--- config.mk ---
export PLATFORM = sky130hd
export DESIGN_NAME = lsu_mem_stage_flat
export DESIGN_NICKNAME = d
export VERILOG_FILES = /design/src/rtl/lsu_mem_stage_if.sv /design/src/rtl/lsu_mem_stage.sv /design/src/flat_wrapper.sv
export SDC_FILE = /design/constraint.sdc
export NUM_CORES = 1
export LEC_CHECK = 0
export CELL_PAD_IN_SITES_DETAIL_PLACEMENT = 1
export CELL_PAD_IN_SITES_GLOBAL_PLACEMENT = 2
export CORE_AREA = 2 2 156 158
export DETAILED_ROUTE_END_ITERATION = 7
export DIE_AREA = 0 0 158 160
export MAX_ROUTING_LAYER = met4
export PLACE_DENSITY = 0.81
export SETUP_SLACK_MARGIN = 0.05
export SYNTH_ARGS = -nofsm -noshare
export SYNTH_HDL_FRONTEND = slang
export SYNTH_SLANG_ARGS = --single-unit
--- constraint.sdc ---
create_clock -name clk -period 2.74 [get_ports clk]
set_input_delay 0.411 -clock clk [delete_from_list [all_inputs] [get_ports clk]]
set_output_delay 0.411 -clock clk [all_outputs]
set_load 0.05 [all_outputs]
--- src/rtl/lsu_mem_stage_if.sv ---
// Data-memory port bundle for the LSU: request channel with valid/ready and
// a response channel carrying read data or a write acknowledge.
interface lsu_mem_stage_if #(
    parameter int N_BITS = 32
);
    logic              dmem_req_vld;
    logic              dmem_req_rdy;
    logic [N_BITS-1:0] dmem_addr;
    logic              dmem_we;
    logic [3:0]        dmem_wstrb;
    logic [N_BITS-1:0] dmem_wdata;
    logic              dmem_rsp_vld;
    logic [N_BITS-1:0] dmem_rdata;

    modport master (
        output dmem_req_vld,
        input  dmem_req_rdy,
        output dmem_addr,
        output dmem_we,
        output dmem_wstrb,
        output dmem_wdata,
        input  dmem_rsp_vld,
        input  dmem_rdata
    );

    modport slave (
        input  dmem_req_vld,
        output dmem_req_rdy,
        input  dmem_addr,
        input  dmem_we,
        input  dmem_wstrb,
        input  dmem_wdata,
        output dmem_rsp_vld,
        output dmem_rdata
    );
endinterface

--- src/rtl/lsu_mem_stage.sv ---
// Memory-stage load/store unit: one outstanding access at a time, store lane
// alignment, load extraction/extension, and a single-cycle writeback beat.
module lsu_mem_stage #(
    parameter int N_BITS       = 32,
    parameter int RF_IDX_WIDTH = 5,
    parameter int TIMEOUT      = 255
) (
    input  logic                    clk,
    input  logic                    rst,
    input  logic                    ex_vld,
    output logic                    ex_rdy,
    input  logic                    ex_mtype,
    input  logic [1:0]              ex_len,
    input  logic                    ex_unsigned,
    input  logic [N_BITS-1:0]       ex_addr,
    input  logic [N_BITS-1:0]       ex_wdata,
    input  logic [RF_IDX_WIDTH-1:0] ex_rd,
    input  logic                    ex_wr_en,
    lsu_mem_stage_if.master         dmem,
    output logic                    wb_vld,
    output logic [RF_IDX_WIDTH-1:0] wb_rd,
    output logic                    wb_wr_en,
    output logic [N_BITS-1:0]       wb_data,
    output logic                    exc_misalign,
    output logic                    exc_timeout
);

    localparam logic [7:0] TIMEOUT_CNT = 8'(TIMEOUT);

    typedef enum logic [1:0] {
        IDLE     = 2'd0,
        SEND     = 2'd1,
        WAIT_RSP = 2'd2,
        DONE     = 2'd3
    } state_t;

    state_t state_reg, state_next;
    logic [7:0] cnt_reg, cnt_next;

    logic                    mtype_reg;
    logic [1:0]              len_reg;
    logic                    unsigned_reg;
    logic [N_BITS-1:0]       addr_reg;
    logic [N_BITS-1:0]       wdata_reg;
    logic [RF_IDX_WIDTH-1:0] rd_reg;
    logic                    wr_en_reg;
    logic                    misalign_reg;
    logic                    timeout_reg;
    logic [N_BITS-1:0]       data_reg;

    logic                    misalign_in;
    logic                    req_vld;
    logic                    rsp_take;
    logic                    timeout_hit;
    logic [3:0]              wstrb_lane;
    logic [N_BITS-1:0]       wdata_lane;
    logic [N_BITS-1:0]       rdata_shift;
    logic [N_BITS-1:0]       load_ext;

    // Reserved length is folded into the misalign exception so it never reaches the bus.
    assign misalign_in = (ex_len == 2'b11)
                       | ((ex_len == 2'b01) & ex_addr[0])
                       | ((ex_len == 2'b10) & (ex_addr[1:0] != 2'b00));

    always_ff @(posedge clk) begin
        if (rst) begin
            state_reg <= IDLE;
            cnt_reg   <= 8'd0;
        end else begin
            state_reg <= state_next;
            cnt_reg   <= cnt_next;
        end
    end

    always_comb begin
        state_next  = state_reg;
        cnt_next    = cnt_reg;
        ex_rdy      = 1'b0;
        req_vld     = 1'b0;
        rsp_take    = 1'b0;
        timeout_hit = 1'b0;
        case (state_reg)
            IDLE: begin
                ex_rdy   = 1'b1;
                cnt_next = 8'd0;
                if (ex_vld) begin
                    state_next = misalign_in ? DONE : SEND;
                end
            end
            SEND: begin
                req_vld = 1'b1;
                if (dmem.dmem_req_rdy) begin
                    state_next = WAIT_RSP;
                end
            end
            WAIT_RSP: begin
                // A response arriving on the limit cycle still completes normally.
                if (dmem.dmem_rsp_vld) begin
                    rsp_take   = 1'b1;
                    state_next = DONE;
                end else if (cnt_reg == TIMEOUT_CNT) begin
                    timeout_hit = 1'b1;
                    state_next  = DONE;
                end else begin
                    cnt_next = cnt_reg + 8'd1;
                end
            end
            DONE: begin
                cnt_next   = 8'd0;
                state_next = IDLE;
            end
            default: begin
                state_next = IDLE;
            end
        endcase
    end

    always_ff @(posedge clk) begin
        if (rst) begin
            mtype_reg    <= 1'b0;
            len_reg      <= 2'b00;
            unsigned_reg <= 1'b0;
            addr_reg     <= '0;
            wdata_reg    <= '0;
            rd_reg       <= '0;
            wr_en_reg    <= 1'b0;
            misalign_reg <= 1'b0;
            timeout_reg  <= 1'b0;
            data_reg     <= '0;
        end else begin
            if (ex_rdy && ex_vld) begin
                mtype_reg    <= ex_mtype;
                len_reg      <= ex_len;
                unsigned_reg <= ex_unsigned;
                addr_reg     <= ex_addr;
                wdata_reg    <= ex_wdata;
                rd_reg       <= ex_rd;
                wr_en_reg    <= ex_wr_en;
                misalign_reg <= misalign_in;
                timeout_reg  <= 1'b0;
                data_reg     <= '0;
            end
            if (rsp_take && !mtype_reg) begin
                data_reg <= load_ext;
            end
            if (timeout_hit) begin
                timeout_reg <= 1'b1;
            end
        end
    end

    // Per-lane strobe and write data; a half store lands in lanes {1,0} or {3,2}.
    for (genvar gi = 0; gi < 4; gi++) begin : g_lane
        assign wstrb_lane[gi] = (len_reg == 2'b00) ? (addr_reg[1:0] == 2'(gi)) :
                                (len_reg == 2'b01) ? (addr_reg[1] == 1'(gi / 2)) :
                                                     1'b1;
        assign wdata_lane[8*gi +: 8] = (len_reg == 2'b00) ? wdata_reg[7:0] :
                                       (len_reg == 2'b01) ? wdata_reg[8*(gi % 2) +: 8] :
                                                            wdata_reg[8*gi +: 8];
    end

    assign rdata_shift = dmem.dmem_rdata >> {addr_reg[1:0], 3'b000};

    always_comb begin
        case (len_reg)
            2'b00:   load_ext = unsigned_reg ? {{(N_BITS-8){1'b0}}, rdata_shift[7:0]}
                                             : {{(N_BITS-8){rdata_shift[7]}}, rdata_shift[7:0]};
            2'b01:   load_ext = unsigned_reg ? {{(N_BITS-16){1'b0}}, rdata_shift[15:0]}
                                             : {{(N_BITS-16){rdata_shift[15]}}, rdata_shift[15:0]};
            default: load_ext = rdata_shift;
        endcase
    end

    // Bus fields are forced to zero outside SEND so idle outputs stay quiet.
    assign dmem.dmem_req_vld = req_vld;
    assign dmem.dmem_addr    = req_vld ? {addr_reg[N_BITS-1:2], 2'b00} : '0;
    assign dmem.dmem_we      = req_vld & mtype_reg;
    assign dmem.dmem_wstrb   = req_vld ? wstrb_lane : 4'b0000;
    assign dmem.dmem_wdata   = req_vld ? wdata_lane : '0;

    assign wb_vld       = (state_reg == DONE);
    assign wb_rd        = wb_vld ? rd_reg : '0;
    assign wb_data      = wb_vld ? data_reg : '0;
    assign exc_misalign = wb_vld & misalign_reg;
    assign exc_timeout  = wb_vld & timeout_reg;
    assign wb_wr_en     = wb_vld & ~mtype_reg & wr_en_reg & (rd_reg != '0)
                        & ~misalign_reg & ~timeout_reg;

endmodule
--- src/flat_wrapper.sv ---
// flat-port wrapper written by rule: the top's interface ports become plain ports
module lsu_mem_stage_flat 
#(
    parameter int N_BITS       = 32,
    parameter int RF_IDX_WIDTH = 5,
    parameter int TIMEOUT      = 255
)
  (clk, rst, ex_vld, ex_rdy, ex_mtype, ex_len, ex_unsigned, ex_addr, ex_wdata, ex_rd, ex_wr_en, wb_vld, wb_rd, wb_wr_en, wb_data, exc_misalign, exc_timeout, dmem_dmem_req_vld, dmem_dmem_req_rdy, dmem_dmem_addr, dmem_dmem_we, dmem_dmem_wstrb, dmem_dmem_wdata, dmem_dmem_rsp_vld, dmem_dmem_rdata);
  lsu_mem_stage_if #(.N_BITS(N_BITS)) dmem_i ();
  input  logic clk;
  input  logic rst;
  input  logic ex_vld;
  output logic ex_rdy;
  input  logic ex_mtype;
  input  logic [1:0] ex_len;
  input  logic ex_unsigned;
  input  logic [N_BITS-1:0] ex_addr;
  input  logic [N_BITS-1:0] ex_wdata;
  input  logic [RF_IDX_WIDTH-1:0] ex_rd;
  input  logic ex_wr_en;
  output logic wb_vld;
  output logic [RF_IDX_WIDTH-1:0] wb_rd;
  output logic wb_wr_en;
  output logic [N_BITS-1:0] wb_data;
  output logic exc_misalign;
  output logic exc_timeout;
  output wire logic [$bits(dmem_i.dmem_req_vld)-1:0] dmem_dmem_req_vld;
  input wire logic [$bits(dmem_i.dmem_req_rdy)-1:0] dmem_dmem_req_rdy;
  output wire logic [$bits(dmem_i.dmem_addr)-1:0] dmem_dmem_addr;
  output wire logic [$bits(dmem_i.dmem_we)-1:0] dmem_dmem_we;
  output wire logic [$bits(dmem_i.dmem_wstrb)-1:0] dmem_dmem_wstrb;
  output wire logic [$bits(dmem_i.dmem_wdata)-1:0] dmem_dmem_wdata;
  input wire logic [$bits(dmem_i.dmem_rsp_vld)-1:0] dmem_dmem_rsp_vld;
  input wire logic [$bits(dmem_i.dmem_rdata)-1:0] dmem_dmem_rdata;
  assign dmem_dmem_req_vld = dmem_i.dmem_req_vld;
  assign dmem_i.dmem_req_rdy = dmem_dmem_req_rdy;
  assign dmem_dmem_addr = dmem_i.dmem_addr;
  assign dmem_dmem_we = dmem_i.dmem_we;
  assign dmem_dmem_wstrb = dmem_i.dmem_wstrb;
  assign dmem_dmem_wdata = dmem_i.dmem_wdata;
  assign dmem_i.dmem_rsp_vld = dmem_dmem_rsp_vld;
  assign dmem_i.dmem_rdata = dmem_dmem_rdata;
  lsu_mem_stage #(.N_BITS(N_BITS), .RF_IDX_WIDTH(RF_IDX_WIDTH), .TIMEOUT(TIMEOUT)) u_core (.clk(clk), .rst(rst), .ex_vld(ex_vld), .ex_rdy(ex_rdy), .ex_mtype(ex_mtype), .ex_len(ex_len), .ex_unsigned(ex_unsigned), .ex_addr(ex_addr), .ex_wdata(ex_wdata), .ex_rd(ex_rd), .ex_wr_en(ex_wr_en), .dmem(dmem_i), .wb_vld(wb_vld), .wb_rd(wb_rd), .wb_wr_en(wb_wr_en), .wb_data(wb_data), .exc_misalign(exc_misalign), .exc_timeout(exc_timeout));
endmodule
Yosys cells after proc, flatten, opt, wreduce, memory -nomap -nowiden
Cells that the tools add are included.
{"block": "totals", "output_inout_bits": 112, "word_cells": 99, "ff_bits": 118}
{"block": "op_classes", "bitwise_logic": 16, "n_reduce_logical": 14, "eq_ne": 16, "shift": 1, "n_mux": 39, "addsub": 1}
{"operator": "two-way mux 32 bit", "n": 7}
{"operator": "case mux 32 bit (2 select lines)", "n": 1}
{"operator": "two-way mux 8 bit", "n": 7}
{"operator": ">> shifter 32 x 5 -> 32 bit", "n": 1}
{"operator": "case mux 8 bit (2 select lines)", "n": 1}
{"operator": "two-way mux 1 bit", "n": 15}
{"operator": "== test 2 bit (second input constant)", "n": 6}
{"operator": "AND 1 bit", "n": 10}
{"operator": "two-way mux 2 bit", "n": 5}
{"operator": "adder 8 x 1 -> 8 bit (second input constant)", "n": 1}
{"operator": "== test 2 x 1 -> 1 bit (second input constant)", "n": 4}
{"operator": "== test 8 bit (second input constant)", "n": 1}
{"operator": "inequality test 2 bit (second input constant)", "n": 4}
{"operator": "case mux 2 bit (4 select lines)", "n": 1}
{"operator": "nonzero test 2 bit", "n": 4}
{"operator": "logical NOT 2 bit", "n": 3}
{"operator": "AND reduction 3 bit", "n": 2}
{"operator": "two-way mux 5 bit", "n": 1}
{"operator": "nonzero test 5 bit", "n": 1}
{"operator": "two-way mux 4 bit", "n": 1}
{"operator": "NOT 1 bit", "n": 4}
{"operator": "inequality test 3 x 2 -> 1 bit (second input constant)", "n": 1}
{"operator": "logical AND 1 bit", "n": 2}
{"operator": "bitwise OR 1 bit", "n": 2}
{"operator": "other kinds (2)", "n": 2}

Depth between registers and ports, before layout
{"block": "depth", "ltp_word": 7, "ltp_mapped": 8, "depth_no_buf": 6}

Worst setup path before layout
No wires, ideal clock.
{"block": "synth_path", "path_type": "register -> output", "startpoint": "reg u_core.state_reg[1]", "endpoint": "out dmem_dmem_wdata[10]", "t_arrival_ns": 2.424, "stages_incl_launch_ff": 5, "required_time_ns": 2.329, "path_buffers": 1, "slack_ns": -0.095, "path_cell_list": "dfxtp_1 > inv_1 > ha_1 > clkbuf_1 > a21boi_0"}
{"block": "synth_between", "elab_chain_cells": 3}
{"item": "from (decl)", "line": "lsu_mem_stage.sv:37", "rtl": "state_t state_reg, state_next;"}
{"item": "from (signal assigned)", "line": "lsu_mem_stage.sv:70", "rtl": "state_reg <= state_next;"}
{"item": "== test 2 x 1 -> 1 bit", "line": "lsu_mem_stage.sv:82", "rtl": "case (state_reg)"}
{"item": "two-way mux 1 bit", "line": "lsu_mem_stage.sv:82"}
{"item": "named net dmem_dmem_req_vld", "line": "flat_wrapper.sv:27", "rtl": "output wire logic [$bits(dmem_i.dmem_req_vld)-1:0] dmem_dmem_req_vld;"}
{"item": "two-way mux 32 bit", "line": "lsu_mem_stage.sv:179", "rtl": "assign dmem.dmem_wdata = req_vld ? wdata_lane : '0;"}
{"item": "to (decl)", "line": "flat_wrapper.sv:32", "rtl": "output wire logic [$bits(dmem_i.dmem_wdata)-1:0] dmem_dmem_wdata;"}
The timed path passes the listed nets, and every way through them passes these cells.

Worst setup path after layout
{"block": "layout_path", "startpoint": "reg u_core.state_reg[1]", "endpoint": "out ex_rdy"}
{"block": "layout_between", "elab_chain_cells": 2}
{"item": "logical NOT 2 bit", "line": "lsu_mem_stage.sv:82"}
{"item": "two-way mux 1 bit", "line": "lsu_mem_stage.sv:82"}
{"item": "to (decl)", "line": "flat_wrapper.sv:13", "rtl": "output logic ex_rdy;"}
No other way between the ends.

==> metrics.txt <==
Design Area, Final=0.00938 mm²; final slew viol count=0; CTS buffer count=17; DRC errors left=0; die height=approximately 160 µm; Fin. Hold Viols=0; PnR worst setup slack=about 0.24 ns; hold path cells=2; worst hold path type=primary input to flop; initial drt markers=276; Clock transition at path regs=0.05 ns; most common cell in the netlist=nand2_1; Critical Path Sink Type=output port; Sequential Power Share=29.1%; Synth area leader=dfxtp_1; ranking of synthesized cells by area=dfxtp_1 39%, nand2_1 12%, and2_1 9.0%; pre-CTS WS=0.465 ns; vias in the first global route=6280; Synth async-reset ratio=0%; CTS max path bufs=2; number of I/O port buffers=220; layout cell share with drive strength beyond 1=19.4%; Tot GR Track Use=18.2%; CTS tree=built; combinational fraction of design power=39.7%; Final Power=7540 µW; Final Util=just under 40%; GRT Max-Usage Layer=met2; register bit total from synthesis=between 100 and 150; Rows=57; pin count of the biggest net entering global routing=82; met2 usage=28.7%; Worst-Margin Slew=0.949 ns; final period utilization=91.3%; Arr. time, crit path=2.09 ns; CP Max Fanout=5; Worst VDD drop=approximately 390 µV; M1 GR Usage=22.5%; Main synth FF type=dfxtp_1; Reg2Reg Launch Point=u_core.state_reg[0]$_SDFFE_PP0P_; fillers=2817; crit-path max cell delay=0.88 ns; clk_lat worst skew=0.42 ns; clk sink count=between 100 and 150; Worst setup SP type=flop; met3 usage=5.29%; I/O Pins=roughly 220; worst path required time=between 2 and 2.5 ns; Post-layout nets=1076; Post-CTS Resized=0; Synth top cells by count=191 x nand2_1, 118 x dfxtp_1, 106 x a21oi_1; kind of cell adding the most delay to the critical path=buffers and inverters; vias=roughly 6k; final setup violating endpoints=0; Post-synth EDFFs=0; Initial Util=about a quarter; CORE AREA=0.0238 mm²; via/cell ratio=4.63; post-CTS setup buffer count=0; RSZ-0062 raised after global routing=false; H-tree levels=4; Final min period=2.50 ns; CP bufs+invs=2; DIE WIDTH=158 µm; Slowest cell on crit path=clkdlybuf4s50_1; global route overflow=0; Slew headroom=36.4%; Wirelength per Cell=17.3 µm; Hold Path Origin=rst; Net Sw Frac=39.1%; R2R depth=5; sw power=2950 µW; GP Congestion=0.811; FF-to-FF setup slack=~0.54 ns; Cell Chain, Critical Path=inv_1, ha_1, clkdlybuf4s50_1; initial antenna violation count=2; r2r endpoint=u_core.data_reg[25]$_SDFFE_PP0P_; proportion of netlist area held by the largest area contributor=39.3%; Internal=4590 µW; CTS Hold Buffers Added=0; DP Wirelength=between 15000 and 20000 µm; syn_area_per_cell=7.86 µm²; Mapped Area=0.00602 mm²; Placed Area=~0.009 mm²; CP Class=flop to output port; status=finished clean; Hold Path End=u_core.data_reg[5]$_SDFFE_PP0P_; Synth Instances=766; Root Driver=clkbuf_16; Max-Cap Viols=0; Seq/Total Area, Yosys=39.3%; drt total wl=22400 µm; die area=0.0253 mm²; area grow syn2layout=55.9%; leakage=0.00359 µW; Pre-antenna DRT Iters=5; Fmax=around 0.40 GHz; Pwr per Cell Area=804 mW/mm²; Clk pwr share=31.2%; Final ANT Viol Nets=0; first-pass GRT wire length=34600 µm; yosys warns=0; Final Skew=between 0.008 and 0.009 ns; count of cell types in the netlist=49
area by class of cell:
type	count	area, µm²	area share [%]
Timing Repair Buffer	236	2610	27.8
Clock inverter	14	184	1.96
Inverter	8	30.0	0.320
Sequential cell	118	2360	25.2
Antenna cell	2	5.00	0.0534
Tap cell	324	405	4.32
Multi-Input combinational cell	577	3350	35.7
Clock buffer	18	429	4.58
cell families (layout without fill, tap and decap cells):
family                   Yosys count  in the layout  synth area share [%]
flip-flops                       118            118                  39.3
AND/OR/NAND/NOR                  347            347                  27.8
other                              1              4                0.0623
multiplexers                      42             42                  7.38
adder cells (fa/ha/maj)            7              7                  1.46
AO/OA/AOI/OAI                    178            178                  18.4
XOR/XNOR                           1              1                 0.146
buffers and inverters             72            276                  5.47
routing by layer:
| metal | routed length (µm) | part of all wire, % |
|---|---|---|
| met1 | 10300 | 46 |
| met2 | 10200 | 46 |
| met3 | 1570 | 7.0 |
| met4 | 288 | 1.3 |
| met5 | 0 | 0 |
cell usage in the layout, fill, tap and decap left out, types with 3 or more instances in the layout:
master | synthesis | final
nand2_1 | 191 | 190
dfxtp_1 | 118 | 117
clkdlybuf4s50_1 | 0 | 110
a21oi_1 | 106 | 106
and2_1 | 87 | 86
buf_4 | 4 | 81
buf_12 | 0 | 45
mux2i_1 | 32 | 32
clkbuf_16 | 0 | 17
o21ai_0 | 15 | 15
nor3_1 | 15 | 15
nand3_1 | 15 | 15
nor2b_1 | 12 | 12
nor2_1 | 11 | 11
a221o_2 | 10 | 10
mux2_2 | 9 | 9
inv_1 | 8 | 8
o211ai_1 | 8 | 8
a21boi_0 | 8 | 7
o2bb2ai_1 | 7 | 7
a221o_1 | 6 | 6
ha_1 | 7 | 6
o21a_1 | 5 | 5
clkinv_2 | 0 | 5
bufinv_16 | 0 | 4
clkinvlp_4 | 0 | 4
nor4_1 | 3 | 3
worst register-to-register path: stages (launching register included):
cell,delay [ns]
dfxtp_1,0.43
inv_1,0.13
ha_1,0.29
and2_2,0.23
nor3_2,0.76
a221o_2,0.30
worst max-delay path by stage:
stage	start	endpoint	slack, ns	cells after the start
finish	u_core.state_reg[1]$_SDFFE_PP0P_	ex_rdy	0.24	3
floorplan	u_core.state_reg[1]$_SDFFE_PP0P_	dmem_dmem_wdata[10]	-0.1	4
global placement	dmem_dmem_rsp_vld	u_core.data_reg[28]$_SDFFE_PP0P_	0.46	5
global route	u_core.state_reg[0]$_SDFFE_PP0P_	wb_data[31]	0.10	4
CTS	u_core.state_reg[1]$_SDFFE_PP0P_	dmem_dmem_addr[22]	0.07	5
detailed placement	ex_vld	u_core.data_reg[22]$_SDFFE_PP0P_	0.47	4
power groups by stage:
| stage | Clock, µW | Sequential [µW] | Combinational, µW |
|---|---|---|---|
| global route | 2490 | 2240 | 3260 |
| finish | 2350 | 2200 | 2990 |
| floorplan | 0 | 2140 | 1980 |
| detailed placement | 0 | 2230 | 3020 |
| CTS | 2420 | 2200 | 3030 |
| global placement | 0 | 2230 | 2990 |
metrics by stage:
step	setup TNS [ns]	std cells	hold slack [ns]
after floorplan	-0.668	767	0.432
after global placement	0	1263	0.437
after detailed placement	0	1263	0.445
after CTS	0	1295	0.397
after global routing	0	1297	0.413
final	0	1297	0.410
Note: power is estimated with default switching activity, not from simulation.
